--- src/rtl/mips_ctrl_pkg.sv ---
// Shared constants and types for the multicycle MIPS controller:
// ALU select codes, opcode/funct values, FSM state encodings and the control word.
package mips_ctrl_pkg;

    localparam int unsigned ALU_SEL_W = 4;
    localparam int unsigned OPCODE_W  = 6;
    localparam int unsigned FUNCT_W   = 6;
    localparam int unsigned STATE_W   = 4;

    localparam logic [ALU_SEL_W-1:0] ALU_AND = 4'b0000;
    localparam logic [ALU_SEL_W-1:0] ALU_OR  = 4'b0001;
    localparam logic [ALU_SEL_W-1:0] ALU_ADD = 4'b0010;
    localparam logic [ALU_SEL_W-1:0] ALU_SUB = 4'b0110;
    localparam logic [ALU_SEL_W-1:0] ALU_SLT = 4'b0111;

    localparam logic [OPCODE_W-1:0] OP_RTYPE = 6'b000000;
    localparam logic [OPCODE_W-1:0] OP_LW    = 6'b100011;
    localparam logic [OPCODE_W-1:0] OP_SW    = 6'b101011;
    localparam logic [OPCODE_W-1:0] OP_BEQ   = 6'b000100;
    localparam logic [OPCODE_W-1:0] OP_J     = 6'b000010;
    localparam logic [OPCODE_W-1:0] OP_ADDI  = 6'b001000;

    localparam logic [FUNCT_W-1:0] FN_ADD = 6'h20;
    localparam logic [FUNCT_W-1:0] FN_SUB = 6'h22;
    localparam logic [FUNCT_W-1:0] FN_AND = 6'h24;
    localparam logic [FUNCT_W-1:0] FN_OR  = 6'h25;
    localparam logic [FUNCT_W-1:0] FN_SLT = 6'h2A;

    // ALU operation class handed to the ALU decoder
    localparam logic [1:0] ALUOP_ADD   = 2'b00;
    localparam logic [1:0] ALUOP_SUB   = 2'b01;
    localparam logic [1:0] ALUOP_FUNCT = 2'b10;

    typedef enum logic [STATE_W-1:0] {
        S_FETCH  = 4'd0,
        S_DECODE = 4'd1,
        S_MEMADR = 4'd2,
        S_MEMRD  = 4'd3,
        S_MEMWB  = 4'd4,
        S_MEMWR  = 4'd5,
        S_EXEC   = 4'd6,
        S_ALUWB  = 4'd7,
        S_BRANCH = 4'd8,
        S_JUMP   = 4'd9,
        S_ADDIEX = 4'd10,
        S_ADDIWB = 4'd11,
        S_RST    = 4'd15
    } state_t;

    typedef struct packed {
        logic       mem_read;
        logic       mem_write;
        logic       ir_write;
        logic       pc_write;
        logic       pc_write_cond;
        logic       reg_write;
        logic       i_or_d;
        logic       reg_dst;
        logic       mem_to_reg;
        logic       alu_src_a;
        logic [1:0] alu_src_b;
        logic [1:0] pc_source;
        logic       illegal;
    } ctrl_t;

endpackage

--- src/rtl/alu_decoder.sv ---
// Maps an ALU operation class plus R-type funct to the 4-bit ALU select;
// flags funct codes the ALU cannot execute.
module alu_decoder
    import mips_ctrl_pkg::*;
(
    input  logic [1:0]           alu_op,
    input  logic [FUNCT_W-1:0]   funct,
    output logic [ALU_SEL_W-1:0] alu_select,
    output logic                 illegal_funct
);

    always_comb begin
        alu_select    = ALU_AND;
        illegal_funct = 1'b0;
        case (alu_op)
            ALUOP_ADD: alu_select = ALU_ADD;
            ALUOP_SUB: alu_select = ALU_SUB;
            ALUOP_FUNCT: begin
                case (funct)
                    FN_ADD:  alu_select = ALU_ADD;
                    FN_SUB:  alu_select = ALU_SUB;
                    FN_AND:  alu_select = ALU_AND;
                    FN_OR:   alu_select = ALU_OR;
                    FN_SLT:  alu_select = ALU_SLT;
                    default: illegal_funct = 1'b1;
                endcase
            end
            default: alu_select = ALU_ADD;
        endcase
    end

endmodule

--- src/rtl/alu_control_fsm.sv ---
// Multicycle MIPS main controller: sequences FETCH..WRITEBACK from the decoded
// opcode and drives ALU select, operand muxes and datapath enables.
module alu_control_fsm
    import mips_ctrl_pkg::*;
#(
    parameter bit SUPPORT_ADDI = 1'b1,
    parameter bit SUPPORT_JUMP = 1'b1
) (
    input  logic                 clk,
    input  logic                 rst_n,
    input  logic [OPCODE_W-1:0]  opcode,
    input  logic [FUNCT_W-1:0]   funct,
    input  logic                 zero,
    input  logic                 mem_ready,
    output logic [ALU_SEL_W-1:0] alu_select,
    output logic                 alu_src_a,
    output logic [1:0]           alu_src_b,
    output logic [1:0]           pc_source,
    output logic                 pc_write,
    output logic                 pc_write_cond,
    output logic                 i_or_d,
    output logic                 mem_read,
    output logic                 mem_write,
    output logic                 ir_write,
    output logic                 reg_write,
    output logic                 reg_dst,
    output logic                 mem_to_reg,
    output logic                 illegal,
    output logic [STATE_W-1:0]   state_dbg
);

    state_t               state_q;
    state_t               state_d;
    logic [OPCODE_W-1:0]  op_q;
    logic [FUNCT_W-1:0]   funct_q;
    ctrl_t                ctrl;
    logic [1:0]           alu_op;
    logic                 alu_en;
    logic [ALU_SEL_W-1:0] dec_select;
    logic                 dec_illegal;

    always_ff @(posedge clk or negedge rst_n) begin
        if (!rst_n) begin
            state_q <= S_RST;
        end else begin
            state_q <= state_d;
        end
    end

    // Instruction fields are captured once, on the DECODE cycle
    always_ff @(posedge clk or negedge rst_n) begin
        if (!rst_n) begin
            op_q    <= '0;
            funct_q <= '0;
        end else if (state_q == S_DECODE) begin
            op_q    <= opcode;
            funct_q <= funct;
        end
    end

    alu_decoder u_alu_decoder (
        .alu_op        (alu_op),
        .funct         (funct_q),
        .alu_select    (dec_select),
        .illegal_funct (dec_illegal)
    );

    always_comb begin
        state_d = S_FETCH;
        ctrl    = '0;
        alu_op  = ALUOP_ADD;
        alu_en  = 1'b0;
        case (state_q)
            S_RST: state_d = S_FETCH;
            S_FETCH: begin
                ctrl.mem_read  = 1'b1;
                ctrl.alu_src_b = 2'b01;
                alu_en         = 1'b1;
                ctrl.ir_write  = mem_ready;
                ctrl.pc_write  = mem_ready;
                state_d        = mem_ready ? S_DECODE : S_FETCH;
            end
            S_DECODE: begin
                ctrl.alu_src_b = 2'b11;
                alu_en         = 1'b1;
                case (opcode)
                    OP_LW, OP_SW: state_d = S_MEMADR;
                    OP_RTYPE:     state_d = S_EXEC;
                    OP_BEQ:       state_d = S_BRANCH;
                    OP_J: begin
                        if (SUPPORT_JUMP) state_d = S_JUMP;
                        else              ctrl.illegal = 1'b1;
                    end
                    OP_ADDI: begin
                        if (SUPPORT_ADDI) state_d = S_ADDIEX;
                        else              ctrl.illegal = 1'b1;
                    end
                    default: ctrl.illegal = 1'b1;
                endcase
            end
            S_MEMADR: begin
                ctrl.alu_src_a = 1'b1;
                ctrl.alu_src_b = 2'b10;
                alu_en         = 1'b1;
                state_d        = (op_q == OP_LW) ? S_MEMRD : S_MEMWR;
            end
            S_MEMRD: begin
                ctrl.mem_read = 1'b1;
                ctrl.i_or_d   = 1'b1;
                state_d       = mem_ready ? S_MEMWB : S_MEMRD;
            end
            S_MEMWB: begin
                ctrl.reg_write  = 1'b1;
                ctrl.mem_to_reg = 1'b1;
            end
            S_MEMWR: begin
                ctrl.mem_write = 1'b1;
                ctrl.i_or_d    = 1'b1;
                state_d        = mem_ready ? S_FETCH : S_MEMWR;
            end
            S_EXEC: begin
                ctrl.alu_src_a = 1'b1;
                alu_op         = ALUOP_FUNCT;
                alu_en         = 1'b1;
                ctrl.illegal   = dec_illegal;
                state_d        = dec_illegal ? S_FETCH : S_ALUWB;
            end
            S_ALUWB: begin
                ctrl.reg_write = 1'b1;
                ctrl.reg_dst   = 1'b1;
            end
            S_BRANCH: begin
                ctrl.alu_src_a     = 1'b1;
                alu_op             = ALUOP_SUB;
                alu_en             = 1'b1;
                ctrl.pc_source     = 2'b01;
                ctrl.pc_write_cond = zero;
            end
            S_JUMP: begin
                ctrl.pc_source = 2'b10;
                ctrl.pc_write  = 1'b1;
            end
            S_ADDIEX: begin
                ctrl.alu_src_a = 1'b1;
                ctrl.alu_src_b = 2'b10;
                alu_en         = 1'b1;
                state_d        = S_ADDIWB;
            end
            S_ADDIWB: ctrl.reg_write = 1'b1;
            default:  state_d = S_FETCH;
        endcase
    end

    assign alu_select    = alu_en ? dec_select : ALU_AND;
    assign alu_src_a     = ctrl.alu_src_a;
    assign alu_src_b     = ctrl.alu_src_b;
    assign pc_source     = ctrl.pc_source;
    assign pc_write      = ctrl.pc_write;
    assign pc_write_cond = ctrl.pc_write_cond;
    assign i_or_d        = ctrl.i_or_d;
    assign mem_read      = ctrl.mem_read;
    assign mem_write     = ctrl.mem_write;
    assign ir_write      = ctrl.ir_write;
    assign reg_write     = ctrl.reg_write;
    assign reg_dst       = ctrl.reg_dst;
    assign mem_to_reg    = ctrl.mem_to_reg;
    assign illegal       = ctrl.illegal;
    assign state_dbg     = STATE_W'(state_q);

endmodule

--- config.mk ---
export PLATFORM = sky130hd
export DESIGN_NAME = alu_control_fsm
export DESIGN_NICKNAME = d
export VERILOG_FILES = /design/src/rtl/mips_ctrl_pkg.sv /design/src/rtl/alu_decoder.sv /design/src/rtl/alu_control_fsm.sv
export SDC_FILE = /design/constraint.sdc
export NUM_CORES = 1
export LEC_CHECK = 0
export ABC_AREA = 1
export CORE_ASPECT_RATIO = 0.6
export CORE_UTILIZATION = 44
export CTS_CLUSTER_DIAMETER = 150
export CTS_CLUSTER_SIZE = 28
export DETAILED_ROUTE_END_ITERATION = 10
export GPL_TIMING_DRIVEN = 0
export PLACE_DENSITY = 0.77
export SLEW_MARGIN = 20
export SYNTH_ARGS = -nofsm -noshare
export SYNTH_HDL_FRONTEND = slang
export SYNTH_HIERARCHICAL = 1
export SYNTH_SLANG_ARGS = --single-unit
--- constraint.sdc ---
create_clock -name clk -period 5.07 [get_ports clk]
set_clock_uncertainty 0.1 [all_clocks]
set_input_delay 1.014 -clock clk [delete_from_list [all_inputs] [get_ports clk]]
set_output_delay 1.014 -clock clk [all_outputs]
set_load 0.03 [all_outputs]
=== Word level (Yosys, flattened, before mapping) ===
Index checks and enable logic that the tools add are counted.

* Equal/unequal tests: 24
* Multiplexer cells: 28
* Reductions and logical operators: 11

{| class="wikitable"
|+ Operators by type and width
! cell !! count
|-
| 6-bit == test, second input constant || 8
|-
| 4-bit case mux with 7 select lines || 1
|-
| 4-bit case mux with 5 select lines || 1
|-
| 4-bit by 3-bit == test with 1-bit output, second input constant || 4
|-
| 4-bit == test, second input constant || 4
|-
| 1-bit two-way mux || 14
|-
| 3-bit two-way mux || 4
|-
| 3-bit case mux with 4 select lines || 1
|-
| 6-bit OR reduction || 2
|-
| 4-bit by 2-bit == test with 1-bit output, second input constant || 2
|-
| 2-bit case mux with 2 select lines || 2
|-
| 4-bit case mux with 2 select lines || 1
|-
| 2-bit OR reduction || 4
|-
| 6-bit by 2-bit == test with 1-bit output, second input constant || 1
|-
| 6-bit by 3-bit == test with 1-bit output, second input constant || 1
|-
| 6-bit by 4-bit == test with 1-bit output, second input constant || 1
|-
| 6-bit zero test || 1
|-
| 2-bit case mux with 3 select lines || 1
|-
| 5-bit OR reduction || 1
|-
| 4-bit by 1-bit == test with 1-bit output, second input constant || 1
|-
| 4-bit zero test || 1
|-
| 4-bit two-way mux || 1
|-
| 1-bit case mux with 2 select lines || 2
|-
| 4-bit OR reduction || 1
|-
| 3 further kinds || 3
|}

* Input bits: 16
* Register bits: 16
* Logic and storage cells: 66

=== Logic depth before layout (Yosys ltp) ===
* Depth after elaboration: 6
* Mapped depth: 12
* Depth with buffers taken out: 12

=== By module ===
The synthesis kept the hierarchy.

{| class="wikitable"
|+ Modules (own cells, without submodules)
! module !! area each (µm²) !! instances !! seq. area each (µm²) !! cells each
|-
| alu_control_fsm || 1016.0 || 1 || 405.4 || 159
|-
| alu_decoder || 181.4 || 1 || 0.0 || 35
|}

=== Worst setup path after synthesis ===
No wires, ideal clock.

* Path type: flip-flop to output port
* Start: register state_q[2] (netlist: state_dbg[2])
* End: output alu_select[2]
* Path slack: 2077 ps
* Arrival: 1879 ps
* Required time: 3956 ps
* Stages on the path, launching flop included: 12
* Path through: dfstp_2 -> inv_1 -> nor2_1 -> nand2_1 -> inv_1 -> ha_1 -> inv_1 -> nor2_1 -> nand3_1 -> a21oi_2 -> nand2_1 -> inv_1

* Word-level cells in the longest chain between the ends: 5
* Elaborated cells on any way between the ends: 13
* Classes of those cells: 7 x eq/ne; 4 x mux; 2 x reduce/logical

{| class="wikitable"
|+ Ends and longest elaborated chain
! what !! RTL line !! source
|-
| from (decl) || alu_control_fsm.sv:32 || <nowiki>state_t state_q;</nowiki>
|-
| from (signal assigned) || alu_control_fsm.sv:46 || <nowiki>state_q <= state_d;</nowiki>
|-
| 4-bit == test or 4-bit by 3-bit == test with 1-bit output (tied branches) || alu_control_fsm.sv:73 || <nowiki>case (state_q)</nowiki>
|-
| 2-bit case mux with 2 select lines * || alu_control_fsm.sv:73 ||
|-
| named net alu_op[1] || alu_control_fsm.sv:37 || <nowiki>logic [1:0] alu_op;</nowiki>
|-
| 2-bit == test or 2-bit by 1-bit == test with 1-bit output (tied branches) || alu_decoder.sv:15 || <nowiki>case (alu_op)</nowiki>
|-
| 4-bit case mux with 2 select lines * || alu_decoder.sv:15 ||
|-
| named net dec_select[2] || alu_control_fsm.sv:39 || <nowiki>logic [ALU_SEL_W-1:0] dec_select;</nowiki>
|-
| 4-bit two-way mux * || alu_control_fsm.sv:154 || <nowiki>assign alu_select = alu_en ? dec_select : ALU_AND;</nowiki>
|-
| to (decl) || alu_control_fsm.sv:15 || <nowiki>output logic [ALU_SEL_W-1:0] alu_select,</nowiki>
|}

Mark *: on every way through the listed nets, which the timed path passes. The rest lies on a longest branch.

=== Final worst setup path ===
Same ends and word-level chain as after synthesis.

==> flow_metrics.tcl <==
set metrics [dict create \
    initial_core_util_pct 47.14 \
    synth_top_area_share_pct 25.08 \
    crit_buf_inv 5 \
    r2r_slack_ns 3.04 \
    period_needed_ns 3.864 \
    synthDistinctLibCells 23 \
    synth_cells 194 \
    drv_cap 0 \
    cpPeakStageDelay_ns 0.65 \
    diodes 0 \
    clk_pin_slew_ns 0.06 \
    post_cts_resized 0 \
    grt_pass1_wl_um 4781 \
    rsz0062_at_grt "false" \
    cts_htree_levels 1 \
    placedCellCount 263 \
    setup_tns_ns 0 \
    nFillCells 240 \
    dieHeight_um 42.41 \
    dp_hpwl_um 2234 \
    io_pins 39 \
    cp.required_ns 3.96 \
    io_buffers 37 \
    crit_top_cell "inv_1" \
    drive_above_1_share_pct 10.64 \
    grt_max_degree 17 \
    fin_nets 254 \
    syn_area_sq_um 1197 \
    final_cells 267 \
    grt_overflow 0 \
    design.die.area_sq_um 2941 \
    worst_slack_ns 1.206 \
    synthTopCellsByArea "dfrtp_1 (25%), nand2_1 (20%), nor2_1 (11%), inv_1 (10%), dfstp_2 (8.8%)" \
    clk_latency_ns 0.25 \
    dieWidth_um 69.35 \
    yosysWarningCount 6 \
    worstSetupStartpointType "flip-flop" \
    area_growth_pct 38.04 \
    critical_path_class "flip-flop to output port" \
    cts.sinks 16 \
    cts_hold_buf 0 \
    pre_cts_ws_ns 1.244 \
    fin_crit_sh_pct 76.21 \
    utilization_pct 65.07 \
    grt_use_total_pct 20.50 \
    hold_path.class "flip-flop to flip-flop" \
    cts_root_buf "clkbuf_8" \
    worst_pin_slew_ns 0.6928 \
    max_slew_margin_pct 53.67 \
    ant_nets 0 \
    final_common_cell "nand2_1" \
    ys_seq_elements 16 \
    tritoncts "built" \
    seqCellArea_sq_um 405.4 \
    detail_route.vias_per_cell 4.697 \
    final_hold_viol_count 0 \
    cp-end-kind "output port" \
    cpMaxStageDelayCell "clkdlybuf4s50_1" \
    p_leak_uw 0.0008692 \
    critPathTopFamily "buffers and inverters" \
    wirelength_um 2749 \
    antenna_found_initial 0 \
    vias 1254 \
    holdWs_ns 0.3850 \
    synth_area_per_cell_sq_um 6.172 \
    power.density_nw_per_um2 299.1 \
    core_sq_um 2540 \
    arrival_ns 2.75 \
    synth_top_area_cell "dfrtp_1" \
    crit_path_cell_trace "inv_1, nor2_1, nand2_1, inv_1, ha_1, inv_1, nor2_1, nand3_1, a21oi_2, nand2_1, inv_1, clkdlybuf4s50_1" \
    cts.path.max_buffers 2 \
    vdd_drop_max_uv 224.1 \
    num_rows 14 \
    drt_iter0_drc 79 \
    multi_input_area_sq_um 630.6 \
    postCtsSetupRepairBufs 0 \
    syn_nets 212 \
    first_pass_iters 5 \
    grt_pass1_vias 1049 \
    cp_max_fo 5 \
    cts_made_buffers 3 \
    setup_viol_count_final 0 \
    finalMaxSlewViolations 0 \
    fmax_mhz 258.8 \
    final_cell_mix "nand2_1 (64), clkdlybuf4s50_1 (37), nor2_1 (34), inv_1 (33), dfrtp_1 (12)" \
    yosysSeqAreaShare_pct 33.86 \
    drc 0 \
    routedWlPerCell_um 10.30 \
    status "completed" \
    routabilityCongestion 0.8322 \
]
[report_power, final]
group | switching (uW) | internal [uW] | total, uW
registers | 29.6 | 164 | 194
logic | 122 | 79.2 | 201
clock network | 43.8 | 55.8 | 99.6
[registers in the layout, indices dropped and copies added, names as in the netlist]
signal,cells
state_dbg,4
op_q,6
funct_q,6
[final timing paths]
check / cells past startpoint / end / startpoint
worst min register to register: 2 / op_q[0] / op_q[0]
worst min-delay path: 2 / op_q[0] / op_q[0]
worst max-delay path: 12 / alu_select[2] / state_dbg[2]
min in group asynchronous: 1 / funct_q[0] / rst_n
worst max register to register: 10 / state_dbg[0] / state_dbg[2]
max in group asynchronous: 1 / funct_q[3] / rst_n
[layout make-up]
| type | instances | share of cell area [%] |
|---|---|---|
| flip-flops and latches | 16 | 24.53 |
| clock buffers | 4 | 2.725 |
| inverters | 36 | 8.176 |
| repair buffers | 37 | 22.41 |
| multi-input cells | 139 | 38.15 |
| well taps | 32 | 2.422 |
| plain buffers | 3 | 1.590 |
[per-stage QoR]
stage	total power, uW	instance area [sq um]
after floorplan	325.6	1197
after global placement	392.8	1608
after detailed placement	396.6	1608
after CTS	500.0	1653
after global routing	530.3	1653
final	494.4	1653
[metal layers]
layer	share of wire, %	vias up	track usage, %	wire length [um]
li1	-	664	-	-
met1	53	530	30.24	1455
met2	39	58	30.29	1079
met3	7.4	2	5.288	204
met4	0.36	0	3.673	10
met5	0	-	0	0
[worst reg2reg max path, cell delays in order, from the launching register on]
cell,delay [ns]
dfstp_2,0.56
inv_1,0.07
nor2_1,0.28
nand2_1,0.13
inv_1,0.11
ha_1,0.17
nand2_1,0.06
nor2_1,0.14
nor2_2,0.07
nor2_1,0.15
nand3_1,0.10
[synth_stat cells]
cell      number
ha_1           2
nor2_2         4
dfrtp_1       12
nand2_1       64
buf_6          1
conb_1         1
nor2_4         1
inv_2          3
a21oi_2        2
nand3b_1       1
o21ai_1        4
nand4_1        2
o21a_1         1
nand2_2        2
o21ai_2        2
nor3_1         1
o21ai_0        6
nand4_2        1
inv_1         33
nor2_1        34
dfstp_2        4
buf_4          2
nand3_1       11
[kinds of logic (layout without fill, tap and decap cells)]
group                      Yosys count  in the layout  synth area share [%]
buffers and inverters               39             80                 13.48
and+or+nand+nor                    121            121                 42.53
AOI/OAI and AO/OA                   15             15                 7.733
adders and majority gates            2              2                 2.090
DFF                                 16             16                 33.86
other                                1              1                0.3132
No activity file was read; power rests on OpenSTA's default activity.
